$ cat config.mk
export PLATFORM = sky130hd
export DESIGN_NAME = servant_uart_rx
export DESIGN_NICKNAME = d
export VERILOG_FILES = /design/src/rtl/servant_uart_rx_pkg.sv /design/src/rtl/servant_uart_rx_fifo.sv /design/src/rtl/servant_uart_rx.sv
export SDC_FILE = /design/constraint.sdc
export NUM_CORES = 1
export LEC_CHECK = 0
export ABC_AREA = 1
export CAP_MARGIN = 30
export CORE_ASPECT_RATIO = 1.25
export CORE_MARGIN = 1
export CORE_UTILIZATION = 43
export DETAILED_ROUTE_END_ITERATION = 10
export PLACE_DENSITY_LB_ADDON = 0.3
export SLEW_MARGIN = 20
export SYNTH_ARGS = -nofsm -noshare
export SYNTH_HDL_FRONTEND = slang
export SYNTH_SLANG_ARGS = --single-unit
$ cat constraint.sdc
create_clock -name wb_clk -period 2.31 [get_ports wb_clk]
set_input_delay 0.462 -clock wb_clk [delete_from_list [all_inputs] [get_ports wb_clk]]
set_output_delay 0.462 -clock wb_clk [all_outputs]
set_load 0.01 [all_outputs]
$ cat src/rtl/servant_uart_rx_pkg.sv
// servant_uart_rx_pkg: shared types and register map for the servant UART receiver.
package servant_uart_rx_pkg;
  typedef enum logic [2:0] {IDLE, START, DATA, STOP, BREAK} rx_state_e;
  localparam logic REG_DATA = 1'b0;
  localparam logic REG_STATUS = 1'b1;
  localparam int LEVEL_LSB = 0;
  localparam int FULL_BIT = 5;
  localparam int OVR_BIT = 6;
  localparam int FERR_BIT = 7;
endpackage

$ cat src/rtl/servant_uart_rx_fifo.sv
// servant_uart_rx_fifo: byte FIFO with wrap-bit pointers; a pop frees room for a same-cycle push.
module servant_uart_rx_fifo #(
  parameter int DEPTH = 4
) (
  input  logic                     wb_clk,
  input  logic                     wb_rst_n,
  input  logic                     i_push,
  input  logic                     i_pop,
  input  logic [7:0]               i_data,
  output logic [7:0]               o_data,
  output logic                     o_full,
  output logic                     o_empty,
  output logic [$clog2(DEPTH):0]   o_level
);
  localparam int AW = $clog2(DEPTH);
  logic [7:0] r_mem [DEPTH];
  logic [AW:0] r_wptr, r_rptr;
  logic w_wr, w_rd;
  assign w_rd = i_pop & ~o_empty;
  assign w_wr = i_push & (~o_full | w_rd);
  assign o_level = r_wptr - r_rptr;
  assign o_empty = r_wptr == r_rptr;
  assign o_full = (r_wptr[AW] != r_rptr[AW]) && (r_wptr[AW-1:0] == r_rptr[AW-1:0]);
  assign o_data = r_mem[r_rptr[AW-1:0]];
  always_ff @(posedge wb_clk)
    if (w_wr) r_mem[r_wptr[AW-1:0]] <= i_data;
  always_ff @(posedge wb_clk or negedge wb_rst_n)
    if (!wb_rst_n) begin
      r_wptr <= '0;
      r_rptr <= '0;
    end else begin
      r_wptr <= r_wptr + AW'(w_wr);
      r_rptr <= r_rptr + AW'(w_rd);
    end
endmodule

$ cat src/rtl/servant_uart_rx.sv
// servant_uart_rx: oversampling 8N1 UART receiver with byte FIFO, Wishbone registers and irq.
// Define SERVANT_UART_RX_FERR_EN to report framing errors in STATUS bit 7 and on o_irq.
module servant_uart_rx
  import servant_uart_rx_pkg::*;
#(
  parameter int CLKS_PER_BIT = 139,
  parameter int FIFO_DEPTH = 4
) (
  input  logic        wb_clk,
  input  logic        wb_rst_n,
  input  logic        i_rx,
  input  logic        i_wb_cyc,
  input  logic        i_wb_we,
  input  logic        i_wb_adr,
  input  logic [31:0] i_wb_dat,
  output logic [31:0] o_wb_rdt,
  output logic        o_wb_ack,
  output logic        o_irq
);
  localparam int AW = $clog2(FIFO_DEPTH);
  localparam int CW = $clog2(CLKS_PER_BIT);
  localparam logic [CW-1:0] HALF_LOAD = CW'(CLKS_PER_BIT / 2 - 1);
  localparam logic [CW-1:0] BIT_LOAD = CW'(CLKS_PER_BIT - 1);
  rx_state_e r_state;
  logic r_rx_s1, r_rx_s2;
  logic [CW-1:0] r_cnt;
  logic [2:0] r_bits;
  logic [7:0] r_shift;
  logic r_ack, r_ovr, r_irq;
  logic [31:0] r_rdt, w_status;
  logic w_tick, w_stop, w_push, w_req, w_pop, w_wr_stat, w_ovr_set, w_ferr;
  logic w_full, w_empty, w_unused_dat;
  logic [7:0] w_dout;
  logic [AW:0] w_level;
  assign w_tick = r_cnt == '0;
  assign w_stop = (r_state == STOP) && w_tick;
  assign w_push = w_stop & r_rx_s2;
  assign w_req = i_wb_cyc & ~r_ack;
  assign w_pop = w_req & ~i_wb_we & (i_wb_adr == REG_DATA) & ~w_empty;
  assign w_wr_stat = w_req & i_wb_we & (i_wb_adr == REG_STATUS);
  assign w_ovr_set = w_push & w_full & ~w_pop;
  assign w_unused_dat = ^i_wb_dat;
  assign o_wb_rdt = r_rdt;
  assign o_wb_ack = r_ack;
  assign o_irq = r_irq;
  always_comb begin
    w_status = '0;
    w_status[LEVEL_LSB +: 5] = 5'(w_level);
    w_status[FULL_BIT] = w_full;
    w_status[OVR_BIT] = r_ovr;
    w_status[FERR_BIT] = w_ferr;
  end
  servant_uart_rx_fifo #(.DEPTH(FIFO_DEPTH)) u_fifo (
    .wb_clk  (wb_clk),
    .wb_rst_n(wb_rst_n),
    .i_push  (w_push),
    .i_pop   (w_pop),
    .i_data  (r_shift),
    .o_data  (w_dout),
    .o_full  (w_full),
    .o_empty (w_empty),
    .o_level (w_level)
  );
  // The counter free-runs downward; each state reloads it when it needs a new interval.
  always_ff @(posedge wb_clk or negedge wb_rst_n)
    if (!wb_rst_n) begin
      r_rx_s1 <= 1'b1;
      r_rx_s2 <= 1'b1;
      r_state <= IDLE;
      r_cnt <= '0;
      r_bits <= '0;
      r_shift <= '0;
    end else begin
      r_rx_s1 <= i_rx;
      r_rx_s2 <= r_rx_s1;
      r_cnt <= r_cnt - 1'b1;
      case (r_state)
        IDLE: if (!r_rx_s2) begin
          r_cnt <= HALF_LOAD;
          r_state <= START;
        end
        START: if (w_tick) begin
          r_cnt <= BIT_LOAD;
          r_bits <= '0;
          r_state <= r_rx_s2 ? IDLE : DATA;
        end
        DATA: if (w_tick) begin
          r_cnt <= BIT_LOAD;
          r_shift <= {r_rx_s2, r_shift[7:1]};
          r_bits <= r_bits + 1'b1;
          if (r_bits == 3'd7) r_state <= STOP;
        end
        STOP: if (w_tick) r_state <= r_rx_s2 ? IDLE : BREAK;
        BREAK: if (r_rx_s2) r_state <= IDLE;
        default: r_state <= IDLE;
      endcase
    end
  always_ff @(posedge wb_clk or negedge wb_rst_n)
    if (!wb_rst_n) begin
      r_ack <= 1'b0;
      r_rdt <= '0;
      r_ovr <= 1'b0;
      r_irq <= 1'b0;
    end else begin
      r_ack <= w_req;
      if (w_req && !i_wb_we)
        r_rdt <= (i_wb_adr == REG_STATUS) ? w_status : w_empty ? '0 : {23'b0, 1'b1, w_dout};
      r_ovr <= w_ovr_set | (r_ovr & ~(w_wr_stat & i_wb_dat[OVR_BIT]));
      r_irq <= (w_level != '0) | w_ferr;
    end
`ifdef SERVANT_UART_RX_FERR_EN
  logic r_ferr;
  always_ff @(posedge wb_clk or negedge wb_rst_n)
    if (!wb_rst_n) r_ferr <= 1'b0;
    else r_ferr <= (w_stop & ~r_rx_s2) | (r_ferr & ~(w_wr_stat & i_wb_dat[FERR_BIT]));
  assign w_ferr = r_ferr;
`else
  assign w_ferr = 1'b0;
`endif
endmodule

### After elaboration in Yosys (flattened, before gate mapping)

Memory sizes are Yosys's and may differ from the RTL's.
Index checks and enable logic that the tools add are counted.

* word-level logic and storage cells: 85
* memories: 1
* input bits: 38
* memory bits (writable): 32
* output and inout port bits: 34
* register bits after elaboration: 65

* muxes and demuxes: 19
* bitwise gates (word level): 22
* $add $sub $neg: 5
* reduce and logical (&&, ||, !) cells: 12
* equality and inequality tests: 14

Memories
* u_fifo.r_mem: depth 4, width 8, read ports 1, clocked after memory_dff 0, write ports 1, RTL line servant_uart_rx_fifo.sv:16 `logic [7:0] r_mem [DEPTH];`

Operators by type and width (count)
* two-way mux 3 bit: 9
* two-way mux 9 bit: 2
* two-way mux 8 bit: 2
* one-hot mux 8 bit (2 select lines): 1
* one-hot mux 3 bit (5 select lines): 1
* bitwise AND 1 bit: 13
* inequality test 2 bit, second input constant: 6
* logical NOT 8 bit: 1
* subtractor 8 x 1 -> 8 bit, second input constant: 1
* inverter 1 bit: 7
* adder 3 x 1 -> 3 bit: 2
* == test 3 x 2 -> 1 bit, second input constant: 2
* == test 3 bit, second input constant: 2
* one-hot mux 3 bit (2 select lines): 1
* AND reduction 6 bit: 1
* adder 3 x 1 -> 3 bit, second input constant: 1
* == test 3 x 1 -> 1 bit, second input constant: 1
* == test 3 bit: 1
* logical AND 1 bit: 3
* logical NOT 3 bit: 1
* AND reduction 3 bit: 1
* nonzero test 3 bit: 1
* subtractor 3 bit: 1
* == test 2 bit: 1
* 8 further kinds: 10

### Depth between registers and ports, before layout

Gate-level depths: netlist of the first run.

* word-level depth: 10
* depth in mapped cells: 11
* depth with buffers taken out: 11

### Modules after synthesis

Synthesis of the first run repeated with hierarchy kept, for this count alone.

* cells, all modules: 331
* area total of the unflattened synthesis: 3452.1 µm²

By module, submodules not included
* servant_uart_rx: sequential area each 903.4 µm², cells each 213, area an instance 1883.1 µm², instances 1
* servant_uart_rx_fifo: sequential area each 1111.1 µm², cells each 118, area an instance 1569.0 µm², instances 1

### Worst setup path after synthesis of the first run

Ideal clock, no wire load.

* path type: flip-flop to flip-flop
* start point: register u_fifo.r_rptr[1]
* end point: register u_fifo.r_rptr[2]
* library setup time: 0.123 ns
* setup slack: 0.394 ns
* cell stages (with the launch flop): 11
* data required time: 2.187 ns
* data arrival time: 1.793 ns
* path buffers: 0
* path through: dfrtp_1 inv_1 ha_1 nand2_1 o21ai_0 inv_1 nand2_1 inv_1 ha_1 ha_1 xor2_1

* longest elaborated chain between the ends: 5

RTL lines
* start, declared: RTL line servant_uart_rx_fifo.sv:17 `logic [AW:0] r_wptr, r_rptr;`
* start signal, assigned: RTL line servant_uart_rx_fifo.sv:33 `r_rptr <= r_rptr + AW'(w_rd);`
* == test 3 bit: RTL line servant_uart_rx_fifo.sv:22 `assign o_empty = r_wptr == r_rptr;`
* inverter 1 bit: RTL line servant_uart_rx_fifo.sv:19, servant_uart_rx.sv:39
* bitwise AND 1 bit: RTL line servant_uart_rx.sv:39 `assign w_pop = w_req & ~i_wb_we & (i_wb_adr == REG_DATA) & ~w_empty;`
* bitwise AND 1 bit: RTL line servant_uart_rx_fifo.sv:19 `assign w_rd = i_pop & ~o_empty;`
* adder 3 x 1 -> 3 bit *: RTL line servant_uart_rx_fifo.sv:33

Every way passes the cells marked *; elsewhere a longest branch is shown, timed or not.
A chain may end at the register's enable or synchronous reset.

### Worst setup path after layout of the first run

* start point: register u_fifo.r_wptr[0]
* end point: register u_fifo.r_rptr[2]

* longest elaborated chain between the ends: 5

RTL lines
* start, declared: RTL line servant_uart_rx_fifo.sv:17
* start signal, assigned: RTL line servant_uart_rx_fifo.sv:32 `r_wptr <= r_wptr + AW'(w_wr);`
* == test 3 bit *: RTL line servant_uart_rx_fifo.sv:22
* inverter 1 bit *: RTL line servant_uart_rx_fifo.sv:19, servant_uart_rx.sv:39
* bitwise AND 1 bit: RTL line servant_uart_rx.sv:39
* bitwise AND 1 bit *: RTL line servant_uart_rx_fifo.sv:19
* adder 3 x 1 -> 3 bit *: RTL line servant_uart_rx_fifo.sv:33

Marked as above.

==> results.txt, run 1 <==
The register bit total from synthesis came out at 74. The min-delay analysis places its worst path in the category flop to flop. Grouping stages by cell kind, the critical path spends the most delay in adder cells. The final-layout worst hold slack came out at 0.3571 ns.

The post-synthesis instance total came out at 343. The floorplan step set the die width to 82.01 um. TritonCTS built the clock tree. The count of antenna diodes in the layout came out at 0. The die span in y came out at 102.0 um.

The post-placement cell count is 461. The hold violation total from the final report was 0. The floorplan core area is 7792 um2. The insertion delay to the later sink of the worst-skew pair is 0.34 ns.

The worst path meets setup with 0.3688 ns of slack. The area growth from synthesis to layout is 12.58%. The total clock buffers created by CTS came out at 9. Summed over its instances, the top area cell type makes up 29.09% of the synthesized netlist area. The largest net degree at the start of global routing came out at 21. The number of setup buffers added after CTS came out at 0. The H-tree level count came out at 3.

The sum of negative setup slack came out at 0 ns. The highest net fanout along the worst path is 3. For this run, the top clock speed supported by timing is 515.1 MHz.

After detailed routing, the number of remaining DRC violations is 0. The number of violations of the max-capacitance limit came out at 0. The maximum buffer depth of the clock tree came out at 2. For hold timing, the worst endpoint is r_rx_s2. The final count of pins violating max slew was 0.

The library cell used most frequently in the layout, excluding fill and tap cells, is sky130_fd_sc_hd__nand2_1. The count of cell types in the netlist is 31. The library cell occupying the most area in the post-synthesis netlist is sky130_fd_sc_hd__dfrtp_1. In this run the cell area of the synthesized design comes to 3441 um2. The HPWL after detailed placement is 4.182 mm.

For the worst flop-to-flop path, the logic depth is 10. Walking the worst path, the cells encountered are inv_1, ha_1, nand2_1, o21ai_0, inv_1, nand2_1, inv_1, ha_1, ha_1, xor2_1. The number of warnings printed during yosys synthesis came out at 0.

STA classifies the critical path endpoint as a flop. The worst setup path is of the flop to flop kind. The initial core utilization came out at 44.16%.

The global placer's final weighted congestion is 0.7968. Cells with a size suffix above 1 make up 14.10% of the layout. The startpoint of the tightest hold check path is r_rx_s1.

Fill cells in the final layout number 728. The post-route non-filler standard cell count came out at 478. In the post-synthesis netlist, the biggest area contributors are sky130_fd_sc_hd__dfrtp_1 29%, sky130_fd_sc_hd__edfxtp_1 28%, sky130_fd_sc_hd__nand2_1 8.4%. The data arrival time of the critical path is 2.16 ns. The number of sinks handled by clock tree synthesis is 74. The total setup violations reported at the end of the flow is 0.

The initial antenna violation count is 0. After detailed routing, the total wire length is 5.843 mm. The global-route congestion overflow total is 0. The number of top-level pins is 72. The critical path runs through a total of 10 cells.

Across the routed clock network, the largest skew measured is 0.009275 ns. The worst reg-to-reg setup slack came out at 0.37 ns. The clock slew seen by the registers of the worst setup and hold paths came out at 0.08 ns. The post-route minimum period came out at 1.941 ns. Using the TritonRoute via totals, the vias-per-cell ratio works out to 4.688. The data required time at the worst endpoint came out at 2.53 ns. The summed area of non-filler cells in the final layout came out at 3874 um2.

The length of the first detailed-routing pass in iterations is 6. In the global route stage, overall resource usage came out at 16.25%. The maximum single-stage delay on the critical path came out at 0.38 ns. STA classifies the critical path startpoint as a flop.

The leakage power of the design is 1.873 nW. On the critical path, the stage with the largest delay is an instance of sky130_fd_sc_hd__dfrtp_1. Counting both buffers and inverters, the worst setup path holds a total of 3. The fraction of the yosys area taken by sequential cells is 58.55%. The mean routed wirelength per cell came out at 12.22 um. The die footprint came out at 8366 um2.

The terminus of the critical flop-to-flop path is u_fifo.r_rptr[2]. For this block, the initial DRC count from the detailed router was 64. The area used by multi-input combinational logic is 1166 um2. Leaving out fill and tap cells, the most frequent cells in the layout are 77 x sky130_fd_sc_hd__nand2_1, 40 x sky130_fd_sc_hd__dfrtp_1, 33 x sky130_fd_sc_hd__inv_1, 32 x sky130_fd_sc_hd__nor2_1, 32 x sky130_fd_sc_hd__edfxtp_1. The fraction of the cycle the final worst path needs came out at 84.03%.

In this run the critical register-to-register path is launched from u_fifo.r_wptr[0]. The placement row count is 36. The flow ran to the end, and the final reports show no timing, DRC or antenna violations. The power density relative to cell area is 609.1 nW/um2. At the end of the flow, the number of nets in the layout was 426.

The via count of the first global-routing pass came out at 2225. The total vias in the final route is 2241. The mean cell area of the mapped netlist came out at 10.03 um2. Setup repair after global routing left no endpoint under its margin. The worst IR drop on VDD is 0.3349 mV.

The count of buffers added on input and output ports is 17. The sequential cell area came out at 2014 um2. The cell at the root of the clock tree is sky130_fd_sc_hd__clkbuf_8.

The first global-routing pass estimated 10.04 mm of wire. The number of nets with antenna violations after detailed routing is 0. The placed standard-cell area came out at 3694 um2. The setup slack after placement came out at 0.2163 ns. The hold path depth is 0.
## synth_stat cells
cell                       number
sky130_fd_sc_hd__a21boi_0       3
sky130_fd_sc_hd__a21oi_1        1
sky130_fd_sc_hd__a21oi_2        3
sky130_fd_sc_hd__buf_2          4
sky130_fd_sc_hd__buf_4         24
sky130_fd_sc_hd__buf_6          1
sky130_fd_sc_hd__clkinv_1       1
sky130_fd_sc_hd__conb_1         1
sky130_fd_sc_hd__dfrtp_1       40
sky130_fd_sc_hd__dfstp_2        2
sky130_fd_sc_hd__edfxtp_1      32
sky130_fd_sc_hd__fa_1           1
sky130_fd_sc_hd__ha_1           9
sky130_fd_sc_hd__inv_1         33
sky130_fd_sc_hd__inv_2          1
sky130_fd_sc_hd__nand2_1       77
sky130_fd_sc_hd__nand2_2        2
sky130_fd_sc_hd__nand2_4        1
sky130_fd_sc_hd__nand3_1       27
sky130_fd_sc_hd__nand3_2        1
sky130_fd_sc_hd__nand4_1        1
sky130_fd_sc_hd__nor2_1        32
sky130_fd_sc_hd__nor2_2         3
sky130_fd_sc_hd__nor2_4         1
sky130_fd_sc_hd__nor2_8         1
sky130_fd_sc_hd__nor3_1         2
sky130_fd_sc_hd__o21ai_0       22
sky130_fd_sc_hd__o21ai_2        5
sky130_fd_sc_hd__or2_2          4
sky130_fd_sc_hd__xnor2_1        3
sky130_fd_sc_hd__xor2_1         5
## how the worst max path moves through the flow
| stage | startpoint | end | slack [ns] |
|---|---|---|---|
| detailed placement | i_wb_cyc | u_fifo.r_mem[2][3] | 0.22 |
| floorplan | u_fifo.r_rptr[1] | u_fifo.r_rptr[2] | 0.39 |
| finish | u_fifo.r_wptr[0] | u_fifo.r_rptr[2] | 0.37 |
| global placement | i_wb_cyc | u_fifo.r_mem[3][4] | 0.25 |
| global route | u_fifo.r_wptr[0] | u_fifo.r_rptr[2] | 0.22 |
| CTS | u_fifo.r_wptr[0] | u_fifo.r_rptr[2] | 0.33 |
## report_power, final
part	internal [mW]	switching [mW]
sequential	1.38	0.00781
combinational	0.0551	0.0622
clock	0.385	0.468
total	1.82	0.538
## cell type report
type	count	area share, %
flip-flops and latches	74	52.00
well taps	95	3.068
clock buffers	9	3.198
inverters	35	3.391
clock inverters	7	1.195
repair buffers	31	7.041
multi-input cells	227	30.10
## flip-flops by register name, indices dropped and copies added (netlist names)
| name | count |
|---|---|
| u_fifo.r_mem | 32 |
| o_wb_rdt | 9 |
| r_cnt | 8 |
| r_shift | 8 |
| r_bits | 3 |
| r_state | 3 |
| u_fifo.r_rptr | 3 |
| u_fifo.r_wptr | 3 |
| o_irq | 1 |
| o_wb_ack | 1 |
| r_ovr | 1 |
| r_rx_s1 | 1 |
| r_rx_s2 | 1 |
## layer usage
metal,routed length [um],global-route usage (%),vias up
li1,-,-,1125
met1,2406,18.18,1061
met2,3184,29.31,49
met3,180,4.018,6
met4,71,6.073,0
met5,0,0,-
## per-stage QoR
stage                     utilization, %  power [mW]
after detailed placement           47.40       1.535
after floorplan                        -       1.497
final                              49.71       2.359
after global placement             47.40       1.533
after global routing               49.71       2.478
after CTS                          49.71       2.395
## what timing repair did
item / CTS / global route
gates resized for setup: 0 / 0
hold endpoints to repair: 7 / 0
endpoints found under the setup margin: 0 / 0
hold buffers: 1 / 0
## logic make-up after synthesis
group | count (synthesis) | share of synthesized area [%]
and+or+nand+nor | 152 | 19.45
DFF | 74 | 58.55
buffers and inverters | 64 | 9.963
AOI/OAI and AO/OA | 34 | 6.036
adders and majority gates | 10 | 3.855
xor gates and xnor gates | 8 | 2.036
other | 1 | 0.1090
No activity file was read; power rests on OpenSTA's default activity.
==> run 2, diff against run 1 <==
==> constraint.sdc (replaced) <==
create_clock -name wb_clk -period 1.58 [get_ports wb_clk]
set_input_delay 0.316 -clock wb_clk [delete_from_list [all_inputs] [get_ports wb_clk]]
set_output_delay 0.316 -clock wb_clk [all_outputs]
set_load 0.01 [all_outputs]
==> run 2 against run 1 <==
The run now ends with setup timing left. Clock skew is 0.0039 ns lower. Combinational power is 53% higher. Critical path depth is 1 lower. Non-clock buffer count is 33 higher. Sequential cell count stayed put. First-iteration DRC count is 84% higher. Fmax is 16% higher. Register-to-register slack worse by 0.47 ns. Final cell count is 6.9% higher. Count of clock-buffer cells in the layout is 2 higher. Routed wire length is 11% higher. Utilization is 7.4 points higher. Largest power group unchanged.
==> results.txt, run 2 (same netlist as run 1, synthesis figures left out) <==
The run finished, with violations left. The checks that failed: setup timing. The placement row count came out at 36 (unchanged).

The end-of-flow core utilization came to 57.11% (+7.4 points). The count of antenna diodes in the layout is 0 (unchanged). The initial antenna violation count is 0 (unchanged). The die footprint is 8366 um2 (unchanged). The number of top-level pins came out at 72 (unchanged). The number of nets with antenna violations after detailed routing is 0 (unchanged). The hold violation total from the final report is 0 (unchanged). The wire length of the first global-routing pass came out at 10.91 mm (+8.7%). The HPWL after detailed placement was 4.536 mm (+8.5%). The number of violations of the max-capacitance limit is 0 (unchanged). By startpoint and endpoint, the worst setup path is classified as flop to flop. The net switching power was 0.7770 mW (+44%).

The number of I/O port buffers came out at 17 (unchanged). The clock skew after layout is 0.005411 ns (-0.003863 ns). The overall global routing resource usage is 17.93% (+1.7 points). The die span in y is 102.0 um (unchanged). The global placer's final weighted congestion came out at 0.7890 (-0.98%). The H-tree level count came out at 3 (unchanged).

The largest net degree at the start of global routing was 24 (+14%). The number of sinks handled by clock tree synthesis came to 74 (unchanged). The maximum buffer depth of the clock tree is 2 (unchanged). The post-route minimum period came to 1.679 ns (-0.2618 ns). The share of layout cells above drive strength 1 came to 29.09% (+15 points).

The area overhead of the layout relative to synthesis is 29.35%. The path class of the tightest hold or removal check is flop to flop. The total vias in the final route came to 2373 (+5.9%). The portion of total power attributed to sequential cells came to 56.4% (-2.5 points). The number of fillers in the final layout is 666 (-8.5%). The top cell types in the final layout, fill and taps aside, are 71 x sky130_fd_sc_hd__nand2_1, 40 x sky130_fd_sc_hd__buf_4, 38 x sky130_fd_sc_hd__dfrtp_1, 32 x sky130_fd_sc_hd__edfxtp_1, 27 x sky130_fd_sc_hd__nor2_1. The initial core utilization is 44.16% (unchanged).

The switching portion of total power came to 21.56% (-1.3 points). The total setup violations reported at the end of the flow came to 8 (+8). STA classifies the critical path endpoint as a flop.

The fraction of the cycle the final worst path needs is 106.3% (+22 points). The startpoint identified for the worst hold timing path is r_rx_s1. The worst IR drop on VDD came to 0.5330 mV (+59%).

Setup repair after global routing could not meet its margin everywhere. The number of flip-flops in the largest register is 32 (unchanged). The via count of the first global-routing pass is 2404 (+8.0%). The leakage power of the design is 2.171 nW (+16%). The length of the first detailed-routing pass in iterations came to 4 (-2).

The insertion delay to the later sink of the worst-skew pair came to 0.34 ns (about the same). The final worst setup slack came to -0.09944 ns (-0.4682 ns). The per-cell via count in the routed design is 4.644 (-0.95%). The final count of pins violating max slew came out at 0 (unchanged). The post-route non-filler standard cell count came out at 511 (+6.9%).

The width of the chip was 82.01 um (unchanged). The kind of start point of the critical path is a flop. The global-route congestion overflow total is 0 (unchanged). The floorplan core area is 7792 um2 (unchanged).

In this run the critical register-to-register path is launched from u_fifo.r_rptr[0]. The mean routed wirelength per cell is 12.69 um (+3.9%). The launching element of the worst setup path is u_fifo.r_rptr[0]. The clock share of power came out at 38.7% (+2.5 points).

The number of DRC violations after detailed-routing iteration 0 came to 118 (+84%). The maximum achievable frequency came out at 595.4 MHz (+16%). The internal power summed over all cells is 2.826 mW (+55%).

The clock slew seen by the registers of the worst setup and hold paths is 0.08 ns (about the same). The data arrival time of the critical path is 1.91 ns (-0.25 ns). The final net count is 459 (+7.7%). The post-placement cell count is 484 (+5.0%). The number of design rule violations left after detail routing came out at 0 (unchanged). The total length of routed wires came out at 6.487 mm (+11%). The data required time at the worst endpoint is 1.81 ns (-0.72 ns).

TritonCTS built the clock tree. The total clock buffers created by CTS came out at 9 (unchanged). The cell at the root of the clock tree is sky130_fd_sc_hd__clkbuf_8.

The library cell used most frequently in the layout, excluding fill and tap cells, is sky130_fd_sc_hd__nand2_1. The power density relative to cell area is 809.6 nW/um2 (+33%). The highest net fanout along the worst path is 2 (-1). The logic gate share of total power came out at 5.0% (about the same).
[run 2: area by class of cell]
class	count	area, um2	area share [%]
Timing Repair Buffer	64	608.1	13.66
Sequential cell	74	2017	45.32
Multi-Input combinational cell	227	1379	30.98
Inverter	35	141.4	3.177
Clock inverter	5	55.05	1.237
Clock buffer	11	131.4	2.952
Tap cell	95	118.9	2.671
[run 2: critical path, cell delays in order (launching register included)]
cell and delay, ns:
sky130_fd_sc_hd__dfrtp_1 0.43, sky130_fd_sc_hd__ha_4 0.30, sky130_fd_sc_hd__nand2_4 0.06, sky130_fd_sc_hd__o21ai_4 0.14, sky130_fd_sc_hd__inv_2 0.06, sky130_fd_sc_hd__nand2_2 0.08, sky130_fd_sc_hd__inv_2 0.04, sky130_fd_sc_hd__ha_4 0.16
sky130_fd_sc_hd__ha_4 0.15, sky130_fd_sc_hd__xor2_1 0.13
[run 2: timing repair]
action | 4_1_cts | 5_1_grt
hold buffers | 1 | 0
endpoints found under the hold margin | 40 | 0
setup buffers | 7 | 4
pin swaps | 8 | 4
setup endpoints to repair | 39 | 65
resized for setup | 17 | 19
[run 2: final timing paths]
kind	to	slack (ns)	depth (start not counted)
hold reg to reg	r_rx_s2	0.36	0
min in group asynchronous	r_cnt[2]	0.48	3
max in group asynchronous	u_fifo.r_rptr[1]	0.82	3
hold / removal	r_rx_s2	0.36	0
setup / recovery	u_fifo.r_rptr[2]	-0.1	9
setup reg to reg	u_fifo.r_rptr[2]	-0.1	9
[run 2: through the flow]
stage	area (um2)	hold WS [ns]	total power [mW]	setup TNS, ns	setup WS [ns]
after floorplan	3659	0.02041	2.191	-0.8593	-0.08672
after global placement	4049	0.3082	2.251	-10.88	-0.3339
after detailed placement	4049	0.3153	2.253	-10.70	-0.3358
after CTS	4385	0.3582	3.654	-0.5150	-0.07866
after global routing	4451	0.3597	3.752	-3.150	-0.1566
final	4451	0.3570	3.603	-0.2239	-0.09944
[run 2: layer usage]
| metal | track usage [%] | vias up | wire length [um] | share of wire [%] |
|---|---|---|---|---|
| li1 | - | 1198 | - | - |
| met1 | 20.21 | 1115 | 2584 | 40 |
| met2 | 30.64 | 51 | 3553 | 55 |
| met3 | 4.821 | 9 | 209 | 3.2 |
| met4 | 9.312 | 0 | 140 | 2.2 |
| met5 | 0 | - | 0 | 0 |
[run 2: power groups by stage]
| stage | Clock [mW] | Sequential, mW | Combinational [mW] |
|---|---|---|---|
| final | 1.39 | 2.03 | 0.179 |
| after global routing | 1.52 | 2.03 | 0.202 |
| after CTS | 1.44 | 2.03 | 0.186 |
| after detailed placement | 0 | 2.07 | 0.182 |
| after global placement | 0 | 2.07 | 0.181 |
| after floorplan | 0 | 2.08 | 0.109 |
==> run 3, diff against run 2 <==
--- a/config.mk
+++ b/config.mk
@@ -6,7 +6,7 @@
 export NUM_CORES = 1
 export LEC_CHECK = 0
 export ABC_AREA = 1
-export CAP_MARGIN = 30
+export CAP_MARGIN = 20
 export CORE_ASPECT_RATIO = 1.25
 export CORE_MARGIN = 1
 export CORE_UTILIZATION = 43
==> results of run 3 <==
Same layout as run 2: the final DEF is identical, and so are final timing and power.
